[config.mk]
export PLATFORM = sky130hd
export DESIGN_NAME = st7735_pixel_source
export DESIGN_NICKNAME = d
export VERILOG_FILES = /design/src/rtl/st7735_pixel_source.sv
export SDC_FILE = /design/constraint.sdc
export NUM_CORES = 1
export LEC_CHECK = 0
export CORE_UTILIZATION = 44
export CTS_BUF_LIST = sky130_fd_sc_hd__clkbuf_8
export DETAILED_ROUTE_END_ITERATION = 10
export GPL_TIMING_DRIVEN = 1
export PLACE_DENSITY = 0.73
export SETUP_SLACK_MARGIN = 0.2
export SYNTH_ARGS = -nofsm -noshare
export SYNTH_HDL_FRONTEND = slang
export SYNTH_SLANG_ARGS = --single-unit
[constraint.sdc]
create_clock -name SYSTEM_CLK -period 6.45 [get_ports SYSTEM_CLK]
set_clock_uncertainty 0.05 [all_clocks]
set_input_delay 0.9675 -clock SYSTEM_CLK [delete_from_list [all_inputs] [get_ports SYSTEM_CLK]]
set_output_delay 0.9675 -clock SYSTEM_CLK [all_outputs]
set_load 0.02 [all_outputs]
[src/rtl/st7735_pixel_source.sv]
// ---------------------------------------------------------------------------
// st7735_pixel_source
//   Test-pattern generator feeding the ST7735 SPI driver. It emits one RGB565
//   frame of WIDTH x HEIGHT pixels in raster order over a valid/ready stream.
//   The frame markers (SOF/EOL/EOF) are registered with the pixel they tag.
//
// Ports
//   SYSTEM_CLK   in   system clock, rising edge
//   RESET_N      in   asynchronous active-low reset
//   ENABLE       in   generate frames continuously while high
//   MODE[1:0]    in   0 solid, 1 colour bars, 2 checkerboard, 3 gradient
//   SOLID_COLOR  in   RGB565 colour for mode 0
//   PIXEL_READY  in   consumer accepts the presented pixel this cycle
//   PIXEL_VALID  out  PIXEL_DATA and the markers are valid
//   PIXEL_DATA   out  RGB565 pixel
//   PIXEL_SOF    out  pixel is (0,0)
//   PIXEL_EOL    out  pixel is the last one of its line
//   PIXEL_EOF    out  pixel is the last one of the frame
//   FRAME_DONE   out  one-cycle pulse after the last pixel is accepted
//   BUSY         out  generator is inside a frame
//   FRAME_COUNT  out  completed frames, wraps at 256
// ---------------------------------------------------------------------------
module st7735_pixel_source #(
  parameter int WIDTH      = 160,
  parameter int HEIGHT     = 120,
  parameter int CHECK_LOG2 = 3
) (
  input  logic        SYSTEM_CLK,
  input  logic        RESET_N,
  input  logic        ENABLE,
  input  logic [1:0]  MODE,
  input  logic [15:0] SOLID_COLOR,
  input  logic        PIXEL_READY,
  output logic        PIXEL_VALID,
  output logic [15:0] PIXEL_DATA,
  output logic        PIXEL_SOF,
  output logic        PIXEL_EOL,
  output logic        PIXEL_EOF,
  output logic        FRAME_DONE,
  output logic        BUSY,
  output logic [7:0]  FRAME_COUNT
);

  localparam int XW   = (WIDTH  > 1) ? $clog2(WIDTH)  : 1;
  localparam int YW   = (HEIGHT > 1) ? $clog2(HEIGHT) : 1;
  localparam int BARW = WIDTH / 8;
  localparam int SW   = (BARW > 1) ? $clog2(BARW) : 1;
  // Pattern views of x/y: wide enough for the gradient fields and the
  // checker bit, whatever the counter widths turn out to be.
  localparam int GXW  = (CHECK_LOG2 + 1 > 5) ? CHECK_LOG2 + 1 : 5;
  localparam int GYW  = (CHECK_LOG2 + 1 > 6) ? CHECK_LOG2 + 1 : 6;

  localparam logic [XW-1:0] X_LAST = XW'(WIDTH - 1);
  localparam logic [YW-1:0] Y_LAST = YW'(HEIGHT - 1);
  localparam logic [SW-1:0] S_LAST = SW'(BARW - 1);

  typedef enum logic {S_IDLE = 1'b0, S_RUN = 1'b1} state_t;

  state_t        state_q, state_d;
  logic [XW-1:0] x_q, x_d;
  logic [YW-1:0] y_q, y_d;
  logic [SW-1:0] sub_q, sub_d;     // position inside the current bar
  logic [2:0]    bar_q, bar_d;     // bar index, avoids dividing x
  logic [1:0]    mode_q, mode_d;   // frame-latched pattern select
  logic [15:0]   solid_q, solid_d;
  logic [4:0]    fc5_q, fc5_d;     // frame count seen at frame start
  logic [7:0]    fcnt_q, fcnt_d;
  logic          valid_q, valid_d;
  logic [15:0]   data_q, data_d;
  logic          sof_q, sof_d;
  logic          eol_q, eol_d;
  logic          eof_q, eof_d;
  logic          done_q, done_d;
  logic          busy_q, busy_d;

  logic          xfer, at_last, frame_end, start, advance;
  logic [GXW-1:0] gx;
  logic [GYW-1:0] gy;

  assign xfer      = valid_q & PIXEL_READY;
  assign at_last   = (x_q == X_LAST) && (y_q == Y_LAST);
  assign frame_end = (state_q == S_RUN) && xfer && at_last;
  // A frame starts either from IDLE or seamlessly after the previous EOF.
  assign start     = ((state_q == S_IDLE) && ENABLE) || (frame_end && ENABLE);
  assign advance   = (state_q == S_RUN) && xfer && !at_last;

  function automatic logic [15:0] bar_color(input logic [2:0] b);
    case (b)
      3'd0:    bar_color = 16'hFFFF;
      3'd1:    bar_color = 16'hFFE0;
      3'd2:    bar_color = 16'h07FF;
      3'd3:    bar_color = 16'h07E0;
      3'd4:    bar_color = 16'hF81F;
      3'd5:    bar_color = 16'hF800;
      3'd6:    bar_color = 16'h001F;
      default: bar_color = 16'h0000;
    endcase
  endfunction

  // State register
  always_ff @(posedge SYSTEM_CLK or negedge RESET_N) begin
    if (!RESET_N) state_q <= S_IDLE;
    else          state_q <= state_d;
  end

  // Next-state logic: ENABLE only matters at a frame boundary.
  always_comb begin
    state_d = state_q;
    case (state_q)
      S_IDLE:  if (ENABLE) state_d = S_RUN;
      S_RUN:   if (frame_end && !ENABLE) state_d = S_IDLE;
      default: state_d = S_IDLE;
    endcase
  end

  // Position counters and frame-latched settings
  always_comb begin
    x_d     = x_q;
    y_d     = y_q;
    sub_d   = sub_q;
    bar_d   = bar_q;
    mode_d  = mode_q;
    solid_d = solid_q;
    fc5_d   = fc5_q;
    fcnt_d  = fcnt_q + {7'd0, frame_end};
    if (start) begin
      x_d     = '0;
      y_d     = '0;
      sub_d   = '0;
      bar_d   = '0;
      mode_d  = MODE;
      solid_d = SOLID_COLOR;
      // Post-increment count, so a back-to-back frame sees its own number.
      fc5_d   = fcnt_d[4:0];
    end else if (advance) begin
      if (x_q == X_LAST) begin
        x_d   = '0;
        y_d   = y_q + 1'b1;
        sub_d = '0;
        bar_d = '0;
      end else begin
        x_d = x_q + 1'b1;
        if (sub_q == S_LAST) begin
          sub_d = '0;
          bar_d = bar_q + 3'd1;
        end else begin
          sub_d = sub_q + 1'b1;
        end
      end
    end
  end

  assign gx = GXW'(x_d);
  assign gy = GYW'(y_d);

  // Output logic: the next pixel and its markers are built from the next
  // counter values so everything lands in the output registers together.
  always_comb begin
    valid_d = valid_q;
    data_d  = data_q;
    sof_d   = sof_q;
    eol_d   = eol_q;
    eof_d   = eof_q;
    done_d  = frame_end;
    busy_d  = (state_d == S_RUN);
    if (start || advance) begin
      valid_d = 1'b1;
      sof_d   = (x_d == '0) && (y_d == '0);
      eol_d   = (x_d == X_LAST);
      eof_d   = (x_d == X_LAST) && (y_d == Y_LAST);
      case (mode_d)
        2'd0:    data_d = solid_d;
        2'd1:    data_d = bar_color(bar_d);
        2'd2:    data_d = (gx[CHECK_LOG2] ^ gy[CHECK_LOG2]) ? 16'h0000 : 16'hFFFF;
        default: data_d = {gx[4:0], gy[5:0], fc5_d};
      endcase
    end else if (frame_end) begin
      valid_d = 1'b0;
      sof_d   = 1'b0;
      eol_d   = 1'b0;
      eof_d   = 1'b0;
    end
  end

  always_ff @(posedge SYSTEM_CLK or negedge RESET_N) begin
    if (!RESET_N) begin
      x_q     <= '0;
      y_q     <= '0;
      sub_q   <= '0;
      bar_q   <= '0;
      mode_q  <= '0;
      solid_q <= '0;
      fc5_q   <= '0;
      fcnt_q  <= '0;
      valid_q <= 1'b0;
      data_q  <= '0;
      sof_q   <= 1'b0;
      eol_q   <= 1'b0;
      eof_q   <= 1'b0;
      done_q  <= 1'b0;
      busy_q  <= 1'b0;
    end else begin
      x_q     <= x_d;
      y_q     <= y_d;
      sub_q   <= sub_d;
      bar_q   <= bar_d;
      mode_q  <= mode_d;
      solid_q <= solid_d;
      fc5_q   <= fc5_d;
      fcnt_q  <= fcnt_d;
      valid_q <= valid_d;
      data_q  <= data_d;
      sof_q   <= sof_d;
      eol_q   <= eol_d;
      eof_q   <= eof_d;
      done_q  <= done_d;
      busy_q  <= busy_d;
    end
  end

  assign PIXEL_VALID = valid_q;
  assign PIXEL_DATA  = data_q;
  assign PIXEL_SOF   = sof_q;
  assign PIXEL_EOL   = eol_q;
  assign PIXEL_EOF   = eof_q;
  assign FRAME_DONE  = done_q;
  assign BUSY        = busy_q;
  assign FRAME_COUNT = fcnt_q;

endmodule

==> results.md <==
- Slew margin rel.: 0.268
- Antenna violations before repair: 0
- Worst hold slack: 0.426 ns
- Core area: slightly below 9000 µm²
- RSZ-0062 raised after global routing: no
- Fmax: 0.266 GHz
- Static leakage: 2.04 nW
- DRT Wirelength: 9300 µm
- Maximum vdd drop: 0.235 mV
- Rows: 34
- Worst Hold Depth: 2
- Reg2reg setup slack: 2.69 ns
- Tot Pwr: about 1.3 mW
- Clk Latency, worst-skew pair: 0.34 ns
- Synth Flop Type: dfrtp_1
- Hold buffers post-CTS: 0
- DP Worst Slack: approximately 2.5 ns
- Post-Syn Area: 3940 µm²
- Outcome: complete, no violations
- Ratio of cells with drive above 1 in the final layout: 0.0685
- Worst Path Max Fanout: 26
- Largest net degree at the start of global routing: 77
- Post-synth ARST share: 1.00
- Syn_nets: 449
- Post-CTS Setup Bufs: 0
- RePlAce Congestion: 0.934
- Syn Inst Count: 421
- Setup TNS: 0 ns
- R2R Path End: PIXEL_DATA[12]
- Initial Util: 0.454
- Worst slew pin tran: 1.10 ns
- Synthesized area per cell: 9.36 µm²
- Vias in the first global route: approximately 3,100
- CTS buffer count: 9
- Buffers on Ports: a little over 50
- Routed len/inst: roughly 16 µm
- Sequential element share of the synthesized area: 0.482
- Vias per cell: ~5.7
- Max Root-Sink Buffers: 2
- Hold Vio Cnt, Final: 0
- Level count of the clock H-tree: 3
- Clock Sinks: 76
- Crit path arrival time: 4.00 ns
- Reg2reg start: x_q[0]
- Global Route Usage Sum: 0.206
- Worst Setup End Kind: flip-flop
- Hpwl dp: 6460 µm
- DIE AREA: 9340 µm²
- Final setup fails: 0
- DRC Markers: 0
- Ant diodes: 0
- Clock root cell: clkbuf_8
- Critical path required time: 6.69 ns
- Filler cell count: 819
- Final worst slack: 2.69 ns
- Number of DRC markers in iteration 0: 203
- Vias: 3,277
- Clock-pin slew on the worst setup and hold paths: 0.08 ns
- Pwr Density: 268 nW/µm²
- Synth warnings: 0
- Routed Antenna Nets: 0
- IO Count: 52
- Number of synthesized flops with an enable pin: 0
- PostCTS Resize Cnt: 0
- Unique masters post-synth: 61
- Seq cells post-synth: 76
- Worst reg-to-reg path cell count: 8
- Min-Delay Endpoint: solid_q[7]
- Final period util: 0.583
- Hold path start: solid_q[7]
- Worst Setup Path Type: reg2reg
- Final Max Tran Viols: 0
- Tmin final: 3.76 ns
- Die Wd: 96.7 µm
- First-pass GRT wire length: 15,500 µm
- Nets: 491
- Chip height: 96.7 µm
- Max cap viols: 0
- Area Growth Syn to Fin: 18.3%
- Gr ovfl total: 0
- Critical Path Start Type: flip-flop
- HP Class: reg2reg
- TritonCTS clock tree: built
- DR pass1 iterations: 5
[layer usage]
layer  vias to the layer above  GRT usage  part of all wire
met2                       100      0.322              0.47
met1                      1580      0.288              0.46
met3                        14     0.0499             0.050
met5                         -          0                 0
met4                         0     0.0540             0.014
li1                       1583          -                 -
[sequential cells by signal (all words and copies together), names as in the netlist]
signal and cells:
solid_q 16, PIXEL_EOF 1, PIXEL_VALID 1, sub_q 5, mode_q 2, FRAME_COUNT 8, FRAME_DONE 1, bar_q 3
fc5_q 5, x_q 8, BUSY 1, PIXEL_SOF 1, PIXEL_EOL 1, y_q 7, PIXEL_DATA 16
[worst max-delay path, cell delays in order (launching register included)]
cell,delay (ns)
dfrtp_1,0.52
ha_1,0.29
nand4_1,0.23
nor4_4,0.75
a41o_1,0.82
nor2_1,0.28
o21bai_1,0.32
a211oi_1,0.29
a22o_1,0.15
[where the power goes]
part           internal, mW  leakage, nW  switching [mW]
Sequential            0.550        0.995          0.0585
Clock                 0.157       0.0872           0.173
Combinational         0.158        0.961           0.154
Total                 0.865         2.04           0.386
[cells in the final DEF (no fill, tap or decap), drive strengths merged, types with 5 or more instances in the layout]
cell type      count
a211oi             7
a21oi              6
a22o              10
and3               5
clkbuf            11
clkdlybuf4s50     50
dfrtp             76
ha                 6
inv                7
nand2             92
nand3             14
nand4              6
nor2              31
nor3              19
nor4               7
o21a               6
o21ai             20
o221ai             5
o22ai              6
o31ai              6
or3                6
xnor2             17
[synth_stat cells, types with 7 or more instances]
| cell | n | area, µm² |
|---|---|---|
| nand3_1 | 14 | 70.1 |
| nand2_1 | 92 | 345 |
| dfrtp_1 | 76 | 1900 |
| o21ai_0 | 13 | 65.1 |
| nor2_1 | 31 | 116 |
| clkbuf_1 | 13 | 48.8 |
| nor3_1 | 19 | 95.1 |
| a22o_1 | 10 | 87.6 |
| xnor2_1 | 16 | 140 |
| inv_1 | 7 | 26.3 |
[cell families after synthesis]
| kind of cell | share of synthesized area |
|---|---|
| DFF | 0.482 |
| AOI/OAI and AO/OA | 0.166 |
| adders and majority gates | 0.0190 |
| xor gates and xnor gates | 0.0463 |
| buffers and inverters | 0.0349 |
| muxes | 0.00857 |
| and+or+nand+nor | 0.243 |
[metrics by stage]
step	util	cell area, µm²	cells
finish	0.538	4670	575
global route	0.538	4670	575
CTS	0.538	4670	575
detailed placement	0.517	4490	560
global placement	0.517	4490	560
floorplan	-	3940	421
[how the worst max path moves through the flow]
| stage | startpoint | to | slack [ns] |
|---|---|---|---|
| floorplan | PIXEL_READY | PIXEL_DATA[4] | 3.66 |
| CTS | x_q[0] | PIXEL_DATA[12] | 2.73 |
| global route | x_q[0] | PIXEL_DATA[12] | 2.43 |
| global placement | PIXEL_READY | PIXEL_DATA[4] | 2.56 |
| detailed placement | PIXEL_READY | PIXEL_DATA[4] | 2.45 |
| finish | x_q[0] | PIXEL_DATA[12] | 2.69 |
[layout make-up]
cell class	count	area (µm²)	share of cell area
clock inverter	4	25.0	0.00536
sequential	76	1900	0.408
inverter	7	26.3	0.00563
clock buffer	11	151	0.0324
timing repair buffer	53	523	0.112
multi-input combinational	316	1900	0.408
tap	108	135	0.0290
Power figures use the tool's default switching activity.
